File: src/rtl/fetch_unit_pkg.sv
// rtl/fetch_unit_pkg.sv - shared types and constants for the fetch stage
// Contents: NB_WORD, NOP_INSTR, fetch_entry_t, PC helper functions.
package fetch_unit_pkg;

    localparam int NB_WORD = 32;

    // addi x0,x0,0
    localparam logic [NB_WORD-1:0] NOP_INSTR = 32'h0000_0013;

    typedef struct packed {
        logic [NB_WORD-1:0] pc;
        logic [NB_WORD-1:0] instruction;
    } fetch_entry_t;

    // Sequential PC, wraps modulo 2^32.
    function automatic logic [NB_WORD-1:0] pc_next(input logic [NB_WORD-1:0] pc);
        return pc + NB_WORD'(4);
    endfunction

    // Clears the byte-offset bits of a redirect target.
    function automatic logic [NB_WORD-1:0] pc_align(input logic [NB_WORD-1:0] pc);
        return pc & ~NB_WORD'(3);
    endfunction

endpackage

File: src/rtl/fetch_fifo.sv
// rtl/fetch_fifo.sv - synchronous FIFO of fetched {pc, instruction} entries
// Ports: i_clock/i_reset (sync, active-high); i_push/i_push_data write an
// entry; i_pop removes the head; i_flush empties (beats a same-cycle push);
// o_head is the oldest entry; o_count/o_full/o_empty report occupancy.
module fetch_fifo
    import fetch_unit_pkg::*;
#(
    parameter int DEPTH = 2,
    localparam int CW = $clog2(DEPTH + 1),
    localparam int PW = (DEPTH > 1) ? $clog2(DEPTH) : 1
) (
    input  logic         i_clock,
    input  logic         i_reset,
    input  logic         i_push,
    input  fetch_entry_t i_push_data,
    input  logic         i_pop,
    input  logic         i_flush,
    output fetch_entry_t o_head,
    output logic [CW-1:0] o_count,
    output logic         o_full,
    output logic         o_empty
);

    fetch_entry_t mem_q [DEPTH];
    logic [PW-1:0] wr_ptr_q, wr_ptr_d;
    logic [PW-1:0] rd_ptr_q, rd_ptr_d;
    logic [CW-1:0] count_q, count_d;
    logic          do_push, do_pop;

    // Pointers wrap explicitly so DEPTH need not be a power of two.
    function automatic logic [PW-1:0] ptr_inc(input logic [PW-1:0] p);
        return (p == PW'(DEPTH - 1)) ? '0 : p + PW'(1);
    endfunction

    always_comb begin
        do_push  = i_push && !o_full;
        do_pop   = i_pop && !o_empty;
        wr_ptr_d = do_push ? ptr_inc(wr_ptr_q) : wr_ptr_q;
        rd_ptr_d = do_pop ? ptr_inc(rd_ptr_q) : rd_ptr_q;
        count_d  = count_q + CW'(do_push) - CW'(do_pop);
        if (i_flush) begin
            wr_ptr_d = '0;
            rd_ptr_d = '0;
            count_d  = '0;
        end
    end

    always_ff @(posedge i_clock) begin
        if (i_reset) begin
            wr_ptr_q <= '0;
            rd_ptr_q <= '0;
            count_q  <= '0;
        end else begin
            wr_ptr_q <= wr_ptr_d;
            rd_ptr_q <= rd_ptr_d;
            count_q  <= count_d;
        end
    end

    // Storage needs no reset; occupancy gates every read.
    always_ff @(posedge i_clock) begin
        if (do_push && !i_flush) begin
            mem_q[wr_ptr_q] <= i_push_data;
        end
    end

    assign o_head  = mem_q[rd_ptr_q];
    assign o_count = count_q;
    assign o_full  = (count_q == CW'(DEPTH));
    assign o_empty = (count_q == '0);

endmodule

File: src/rtl/fetch_unit.sv
// rtl/fetch_unit.sv - in-order instruction fetch with redirect and stale-drop
// Ports: i_clock/i_reset (sync, active-high); o_imem_req/o_imem_addr/
// i_imem_gnt issue fetches; i_imem_rvalid/i_imem_rdata return words in order;
// i_redirect_valid/i_redirect_pc restart fetch; o_valid/o_instruction/o_pc
// with i_ready hand instructions to decode.
module fetch_unit
    import fetch_unit_pkg::*;
#(
    parameter int                 DEPTH    = 2,
    parameter logic [NB_WORD-1:0] RESET_PC = 32'h0000_0000
) (
    input  logic               i_clock,
    input  logic               i_reset,
    output logic               o_imem_req,
    output logic [NB_WORD-1:0] o_imem_addr,
    input  logic               i_imem_gnt,
    input  logic               i_imem_rvalid,
    input  logic [NB_WORD-1:0] i_imem_rdata,
    input  logic               i_redirect_valid,
    input  logic [NB_WORD-1:0] i_redirect_pc,
    output logic               o_valid,
    output logic [NB_WORD-1:0] o_instruction,
    output logic [NB_WORD-1:0] o_pc,
    input  logic               i_ready
);

    localparam int CW = $clog2(DEPTH + 1);

    logic [NB_WORD-1:0] fetch_pc_q, fetch_pc_d;
    logic [NB_WORD-1:0] resp_pc_q, resp_pc_d;
    logic [CW-1:0]      inflight_q, inflight_d;
    logic [CW-1:0]      drop_q, drop_d;
    logic [CW:0]        occupancy;
    logic               issue, resp;

    fetch_entry_t       fifo_head, fifo_push_data;
    logic [CW-1:0]      fifo_count;
    logic               fifo_push, fifo_pop, fifo_full, fifo_empty;

    fetch_fifo #(.DEPTH(DEPTH)) u_fifo (
        .i_clock    (i_clock),
        .i_reset    (i_reset),
        .i_push     (fifo_push),
        .i_push_data(fifo_push_data),
        .i_pop      (fifo_pop),
        .i_flush    (i_redirect_valid),
        .o_head     (fifo_head),
        .o_count    (fifo_count),
        .o_full     (fifo_full),
        .o_empty    (fifo_empty)
    );

    always_comb begin
        // Every fetch in flight reserves a buffer slot, so the FIFO never overflows.
        occupancy  = {1'b0, inflight_q} + {1'b0, fifo_count};
        o_imem_req = !i_reset && !i_redirect_valid && (occupancy < (CW + 1)'(DEPTH));
        issue      = o_imem_req && i_imem_gnt;
        // A response with nothing outstanding is illegal and ignored.
        resp       = i_imem_rvalid && (inflight_q != '0);

        fifo_push      = resp && (drop_q == '0) && !i_redirect_valid;
        fifo_push_data = '{pc: resp_pc_q, instruction: i_imem_rdata};
        fifo_pop       = o_valid && i_ready;

        fetch_pc_d = fetch_pc_q;
        resp_pc_d  = resp_pc_q;
        inflight_d = inflight_q + CW'(issue) - CW'(resp);
        drop_d     = drop_q;

        if (i_redirect_valid) begin
            fetch_pc_d = pc_align(i_redirect_pc);
            resp_pc_d  = pc_align(i_redirect_pc);
            // Every fetch still outstanding after this edge is stale; fetches
            // already marked for dropping are a subset of them, so the new
            // drop count is simply the surviving in-flight count.
            drop_d     = inflight_q - CW'(resp);
        end else begin
            if (issue) begin
                fetch_pc_d = pc_next(fetch_pc_q);
            end
            if (resp) begin
                if (drop_q != '0) begin
                    drop_d = drop_q - CW'(1);
                end else begin
                    resp_pc_d = pc_next(resp_pc_q);
                end
            end
        end
    end

    always_ff @(posedge i_clock) begin
        if (i_reset) begin
            fetch_pc_q <= RESET_PC;
            resp_pc_q  <= RESET_PC;
            inflight_q <= '0;
            drop_q     <= '0;
        end else begin
            fetch_pc_q <= fetch_pc_d;
            resp_pc_q  <= resp_pc_d;
            inflight_q <= inflight_d;
            drop_q     <= drop_d;
        end
    end

    assign o_imem_addr   = fetch_pc_q;
    assign o_valid       = !fifo_empty;
    assign o_instruction = o_valid ? fifo_head.instruction : NOP_INSTR;
    assign o_pc          = o_valid ? fifo_head.pc : '0;

    a_rvalid_has_outstanding: assert property (@(posedge i_clock) disable iff (i_reset)
        i_imem_rvalid |-> (inflight_q != '0));
    a_no_overflow: assert property (@(posedge i_clock) disable iff (i_reset)
        !(fifo_push && fifo_full && !fifo_pop));
    a_drop_bounded: assert property (@(posedge i_clock) disable iff (i_reset)
        (drop_q <= inflight_q) && (inflight_q <= CW'(DEPTH)));

endmodule
File: config.mk
export PLATFORM = sky130hd
export DESIGN_NAME = fetch_unit
export DESIGN_NICKNAME = d
export VERILOG_FILES = /design/src/rtl/fetch_unit_pkg.sv /design/src/rtl/fetch_fifo.sv /design/src/rtl/fetch_unit.sv
export SDC_FILE = /design/constraint.sdc
export NUM_CORES = 1
export LEC_CHECK = 0
export ABC_AREA = 1
export CORE_AREA = 3 3 148 150
export CTS_CLUSTER_SIZE = 16
export DETAILED_ROUTE_END_ITERATION = 7
export DIE_AREA = 0 0 151 153
export MAX_ROUTING_LAYER = met4
export PLACE_DENSITY_LB_ADDON = 0.15
export REMOVE_ABC_BUFFERS = 1
export SETUP_SLACK_MARGIN = 0.05
export SLEW_MARGIN = 20
export SYNTH_ARGS = -nofsm -noshare
export SYNTH_HDL_FRONTEND = slang
export SYNTH_SLANG_ARGS = --single-unit
File: constraint.sdc
create_clock -name i_clock -period 8 [get_ports i_clock]
set_input_delay 1.6 -clock i_clock [delete_from_list [all_inputs] [get_ports i_clock]]
set_output_delay 1.6 -clock i_clock [all_outputs]
set_load 0.02 [all_outputs]
==> impl_metrics.ini, run 1 <==
[drt]
vias = 7785
drtAntennaViolNets = 0
vias_per_cell = 5.003
drc = 0
wl_mm = 23.14
wl_per_cell_um = 14.87
dr.pass1.iters = 5
drtIter0Drc = 439

[finish]
n_antenna_cell = 0
drive_above_1_share = 0.05308
stdcell_area_mm2 = 0.01170
syn_to_final_growth_pct = 26.63
nNetsFinal = 1348

[placed_design]
io_buffers = 161
dpl.hpwl_mm = 15.48
place_area_mm2 = 0.01108
gp_congestion = 0.9041

[clock_network]
cts_tree = built
htree_levels = 4
cts_hold_buf = 0
cts_setup_buffers = 0
clkTransAtPathRegs_ps = 70
cts_resized = 0
cts-root-buf = clkbuf_16
clk_path_buf_depth = 2
clkLatencyLatePin_ps = 430
cts-buffers-inserted = 17
cts_sinks = 193

[timing]
hold_violations = 0
fmax_mhz = 187.7
maxSlewViolCount = 0
setup_viol = 0
worst_pin_slew_ps = 937.8
finalSetupTns_ps = 0
clock_skew_ps = 14.26
min_period_over_period = 0.6661
rsz0062_at_grt = no
max_slew_margin = 0.3741
fin_crit_ps = 5329

[worst_setup_path]
reg2reg_to = u_fifo.mem_q[1][59]$_DFFE_PP_
path_cells = clkdlybuf4s50_1 -> buf_4 -> nor2_2 -> nand3_1 -> inv_1 -> clkdlybuf4s50_1
reg2reg_setup_slack_ps = 4900
cpMostUsedCell = clkdlybuf4s50_1
crit_family = buffers and inverters
crit_fanout = 41
critical_path_class = input port to output pin
r2r-start = inflight_q[1]$_SDFF_PP0_
crit_cells = 6
cp-end-kind = output pin
startpoint = i_redirect_valid
cp.required_ps = 6400
path_buf_inv = 4
cp.arrival_ps = 3730
critPathSlowestCell = nor2_2
cp-start-kind = input port
reg2regPathDepth = 7
crit_end = o_imem_req
slowest_delay_ps = 620

[floorplanning]
io_pins = 168
fp-row-count = 53
start_util = 0.4438
die_height_um = 153
core-area_mm2 = 0.02082
die_width_um = 151
die-area_mm2 = 0.02310

[synth]
synth.area.mux_share = 0
synth_seq_area_share = 0.5524
synthAdderAreaFrac = 0.01300
yosys.area_share.simple = 0.2456
yosys.area_share.xor_xnor = 0.01327
synthCells = 1122
ys_ff_latch = 193
synth-warning-count = 0
yosys-top-cells-area = edfxtp_1 (40%), nand2_1 (15%), dfxtp_1 (15%)
synth_area_mm2 = 0.009241
synth.avg_cell_area_um2 = 8.237
synth_compound_area_frac = 0.1038
synth_cell_types = 31
yosysTopAreaCell = edfxtp_1
yosysTopAreaCellShare = 0.4029
synth_top_family_by_area = simple AND/OR/NAND/NOR gates

[power_and_ir_drop]
vdd_drop_max_mv = 0.1447
powerDensity_mw_per_mm2 = 206.7
total_power_mw = 2.419
p_leak_nw = 4.369

[run]
cap_violations = 0

[global_route]
grt_pass1_vias = 7350
grt_usage = 0.2035
antenna_found_initial = 0
grt_overflow = 0
grt_pass1_wl_mm = 36.45
grt_max_degree = 64

[run_status]
outcome = finished, final reports clean

[min_path]
hold_class = flop to flop
min-delay-start = u_fifo.rd_ptr_q$_SDFFE_PP0P_
[Yosys cell counts]
| cell | instances |
|---|---|
| nand2_1 | 377 |
| edfxtp_1 | 124 |
| inv_1 | 119 |
| a21oi_1 | 117 |
| nor2_1 | 87 |
| dfxtp_1 | 69 |
| nand3_1 | 60 |
| o21ai_0 | 45 |
| clkbuf_1 | 24 |
| xor2_1 | 11 |
| a31oi_1 | 10 |
| buf_2 | 9 |
| ha_1 | 8 |
| buf_4 | 7 |
| nor2_2 | 7 |
| o21ai_1 | 6 |
| inv_2 | 5 |
| nor2_4 | 5 |
| o211ai_1 | 5 |
| and2_1 | 4 |
| nand2_2 | 3 |
| nand4_1 | 3 |
| o22ai_1 | 3 |
| or2_2 | 3 |
| xnor2_1 | 3 |
| buf_1 | 2 |
| nand3_2 | 2 |
| conb_1 | 1 |
| fa_1 | 1 |
| nand4_4 | 1 |
| nor3_1 | 1 |
[state kept, by name (all words and copies together), names as in the netlist, named ones only]
register         count
u_fifo.rd_ptr_q      1
u_fifo.mem_q       124
o_imem_addr         30
u_fifo.o_count       2
resp_pc_q           30
inflight_q           2
drop_q               2
u_fifo.wr_ptr_q      1
[placed cells by master (no fill, tap or decap), drive strengths merged, types with 2 or more instances in the layout]
cell / Yosys / final
a21oi: 117 / 117
a31oi: 10 / 10
and2: 4 / 4
buf: 18 / 7
bufinv: 0 / 3
clkbuf: 24 / 17
clkdlybuf4s50: 0 / 160
clkinv: 0 / 4
clkinvlp: 0 / 2
conb: 1 / 4
dfxtp: 69 / 69
edfxtp: 124 / 124
ha: 8 / 8
inv: 124 / 129
nand2: 380 / 380
nand3: 62 / 62
nand4: 4 / 4
nor2: 99 / 99
o211ai: 5 / 5
o21ai: 51 / 51
o22ai: 3 / 3
or2: 3 / 3
xnor2: 3 / 3
xor2: 11 / 11
[kinds of logic (layout without fill, tap and decap cells)]
| logic type | after synthesis | count (layout) |
|---|---|---|
| and+or+nand+nor | 553 | 553 |
| AOI/OAI and AO/OA | 186 | 186 |
| DFF | 193 | 193 |
| xor gates and xnor gates | 14 | 14 |
| buffers and inverters | 166 | 322 |
| adders and majority gates | 9 | 9 |
| other | 1 | 4 |
[how the worst min path moves through the flow]
| stage | cells past startpoint | endpoint | slack (ps) |
|---|---|---|---|
| 6_report | 1 | u_fifo.rd_ptr_q$_SDFFE_PP0P_ | 460 |
| 5_1_grt | 1 | u_fifo.rd_ptr_q$_SDFFE_PP0P_ | 480 |
| 3_5_place_dp | 1 | u_fifo.rd_ptr_q$_SDFFE_PP0P_ | 450 |
| 2_1_floorplan | 1 | flop | 430 |
| 3_3_place_gp | 1 | flop | 430 |
| 4_1_cts | 1 | u_fifo.rd_ptr_q$_SDFFE_PP0P_ | 460 |
[where the power goes]
part / switching [mW] / internal, mW
clock: 0.393 / 0.504
sequential: 0.0476 / 1.13
combinational: 0.211 / 0.135
total: 0.651 / 1.77
[through the flow]
| step | utilization | cells | worst slack (ps) | hold WS (ps) |
|---|---|---|---|---|
| finish | 0.5620 | 1556 | 2671 | 460.7 |
| global route | 0.5620 | 1556 | 2516 | 482.8 |
| CTS | 0.5620 | 1556 | 2627 | 462.5 |
| detailed placement | 0.5320 | 1525 | 2634 | 450.9 |
| global placement | 0.5320 | 1525 | 2628 | 431.6 |
| floorplan | - | 1083 | 2690 | 425.6 |
[area by class of cell]
| type | instances | area, um2 |
|---|---|---|
| Fill cell | 1935 | 9120 |
| Timing Repair Buffer | 167 | 1652 |
| Sequential cell | 193 | 5106 |
| Clock buffer | 17 | 425.4 |
| Tap cell | 275 | 344.1 |
| Multi-Input combinational cell | 766 | 3510 |
| Inverter | 124 | 466.7 |
| Clock inverter | 14 | 198.9 |
[metal layers]
layer | routed length, um | vias up | track usage
met5 | 0 | - | -
met4 | 408 | 0 | 0.05872
met3 | 1564 | 29 | 0.04062
met2 | 10690 | 248 | 0.3265
met1 | 10480 | 3570 | 0.2623
li1 | - | 3938 | -
Power figures use the tool's default switching activity.
==> inputs of run 2 (changes only) <==
==> constraint.sdc (replaced) <==
create_clock -name i_clock -period 4.4 [get_ports i_clock]
set_input_delay 0.88 -clock i_clock [delete_from_list [all_inputs] [get_ports i_clock]]
set_output_delay 0.88 -clock i_clock [all_outputs]
set_load 0.02 [all_outputs]
==> run 2 against run 1 <==
Clock power up 61%. Combinational power increased by 83%. Final area decreased by 0.33%. Sequential power increased by 81%. First-iteration DRC count grew 7.7%. Global-route usage barely moved. Sequential share of layout area rose by 0.15 points.
==> impl_metrics.ini, run 2 (same netlist as run 1, synthesis figures left out) <==
[global_route]
grt_pass1_vias = 7197
antenna_found_initial = 0
grt_usage = 0.2035
grt_overflow = 0
grt_pass1_wl_mm = 36.02
grt_max_degree = 63

[timing]
max_slew_margin = 0.5252
setup_viol = 0
rsz0062_at_grt = no
worst_pin_slew_ps = 710.5
min_period_over_period = 0.7753
fin_crit_ps = 3411
finalSetupTns_ps = 0
clock_skew_ps = 15.17
fmax_mhz = 293.1
maxSlewViolCount = 0
hold_slack_ps = 448.3
hold_violations = 0

[floorplanning]
io_pins = 168
die_width_um = 151
die-area_mm2 = 0.02310
start_util = 0.4438
core-area_mm2 = 0.02082
fp-row-count = 53
die_height_um = 153

[run]
cap_violations = 0

[worst_setup_path]
critical_path_class = flop to output pin
cp-end-kind = output pin
cp.arrival_ps = 2530
reg2regPathDepth = 7
slowest_delay_ps = 640
path_cells = inv_2 -> buf_4 -> nand2_1 -> a21oi_1 -> clkdlybuf4s50_1
cp.required_ps = 3520
critPathSlowestCell = clkdlybuf4s50_1
reg2reg_setup_slack_ps = 1950
reg2reg_to = u_fifo.mem_q[1][10]$_DFFE_PP_
crit_fanout = 35
cp-start-kind = flop
r2r-start = inflight_q[1]$_SDFF_PP0_

[min_path]
min-delay-start = u_fifo.rd_ptr_q$_SDFFE_PP0P_
hold_class = flop to flop
holdPathStages = 1

[power_and_ir_drop]
p_leak_nw = 4.343
powerDensity_mw_per_mm2 = 361.3
vdd_drop_max_mv = 0.2661

[placed_design]
io_buffers = 161
dpl.hpwl_mm = 15.84
place_area_mm2 = 0.01112
gp_congestion = 0.8936
place_inst = 1528

[finish]
nNetsFinal = 1351
final_cells = 1558
fin_util = 0.5601
final_common_cell = nand2_1
syn_to_final_growth_pct = 26.21
regMostFlops = u_fifo.mem_q
drive_above_1_share = 0.05144
largest_reg_flops = 124
n_antenna_cell = 0
num-fill-cells = 1875
stdcell_area_mm2 = 0.01166
final_cell_mix = nand2_1 (377), clkdlybuf4s50_1 (160), edfxtp_1 (124)

[drt]
drtAntennaViolNets = 0
vias_per_cell = 4.922
wl_per_cell_um = 14.86
vias = 7668
dr.pass1.iters = 5
drc = 0
drtIter0Drc = 473
wl_mm = 23.15

[clock_network]
clkLatencyLatePin_ps = 440
cts_tree = built
clk_path_buf_depth = 2
cts-root-buf = clkbuf_16
cts_sinks = 193
clkTransAtPathRegs_ps = 60
cts_resized = 0
cts_hold_buf = 0
htree_levels = 4
cts_setup_buffers = 0
cts-buffers-inserted = 17

[run_status]
outcome = finished, final reports clean
==> run 2: cell count changes in the layout (fill, tap and decap cells not counted), moves of 2 or more <==
cell	change
clkinv_1	+3
buf_12	+2
bufinv_16	-2
inv_8	-2
==> run 2: per-layer routing <==
layer  share of wire  vias to the layer above  track usage
met4           0.015                        0      0.05786
li1                -                     3939            -
met2            0.46                      230       0.3197
met1            0.46                     3475       0.2683
met5               0                        -            -
met3           0.069                       24      0.04180
==> run 2: worst max-delay path by stage <==
| stage | startpoint | end | slack, ps | cells past startpoint |
|---|---|---|---|---|
| 2_1_floorplan | i_imem_rvalid | u_fifo.mem_q[0][0]$_DFFE_PP_ | -190 | 4 |
| 3_3_place_gp | i_redirect_valid | u_fifo.mem_q[1][20]$_DFFE_PP_ | 1040 | 6 |
| 3_5_place_dp | i_redirect_valid | u_fifo.mem_q[0][10]$_DFFE_PP_ | 1040 | 6 |
| 4_1_cts | flop | o_instruction[2] | 930 | 5 |
| 5_1_grt | flop | o_instruction[2] | 820 | 5 |
| 6_report | flop | o_instruction[2] | 990 | 5 |
==> run 2: power by group <==
part | leakage [nW] | switching [mW] | total, mW | internal (mW)
logic | 2.39 | 0.382 | 0.631 | 0.250
registers | 1.70 | 0.0878 | 2.14 | 2.05
clock network | 0.254 | 0.663 | 1.44 | 0.777
total | 4.34 | 1.13 | 4.21 | 3.08
==> run 2: critical path: cells and delay by family, from the launching register on <==
kind / cells / cell delay (ps)
AOI/OAI and AO/OA: 1 / 170
buffers and inverters: 3 / 1510
and+or+nand+nor: 1 / 90
DFF: 1 / 320
==> run 2: per-stage QoR <==
stage	setup slack (ps)	total power, mW
floorplan	-190.0	2.520
detailed placement	1035	2.814
finish	988.6	4.214
global placement	1040	2.803
CTS	933.8	4.245
global route	821.9	4.404
==> run 2: cell type report <==
type / count / area [um2] / area share
clock buffer: 18 / 429.2 / 0.03679
tap: 275 / 344.1 / 0.02950
sequential: 193 / 5106 / 0.4378
multi-input combinational: 766 / 3510 / 0.3009
timing repair buffer: 170 / 1699 / 0.1457
inverter: 124 / 465.4 / 0.03991
clock inverter: 12 / 110.1 / 0.009440
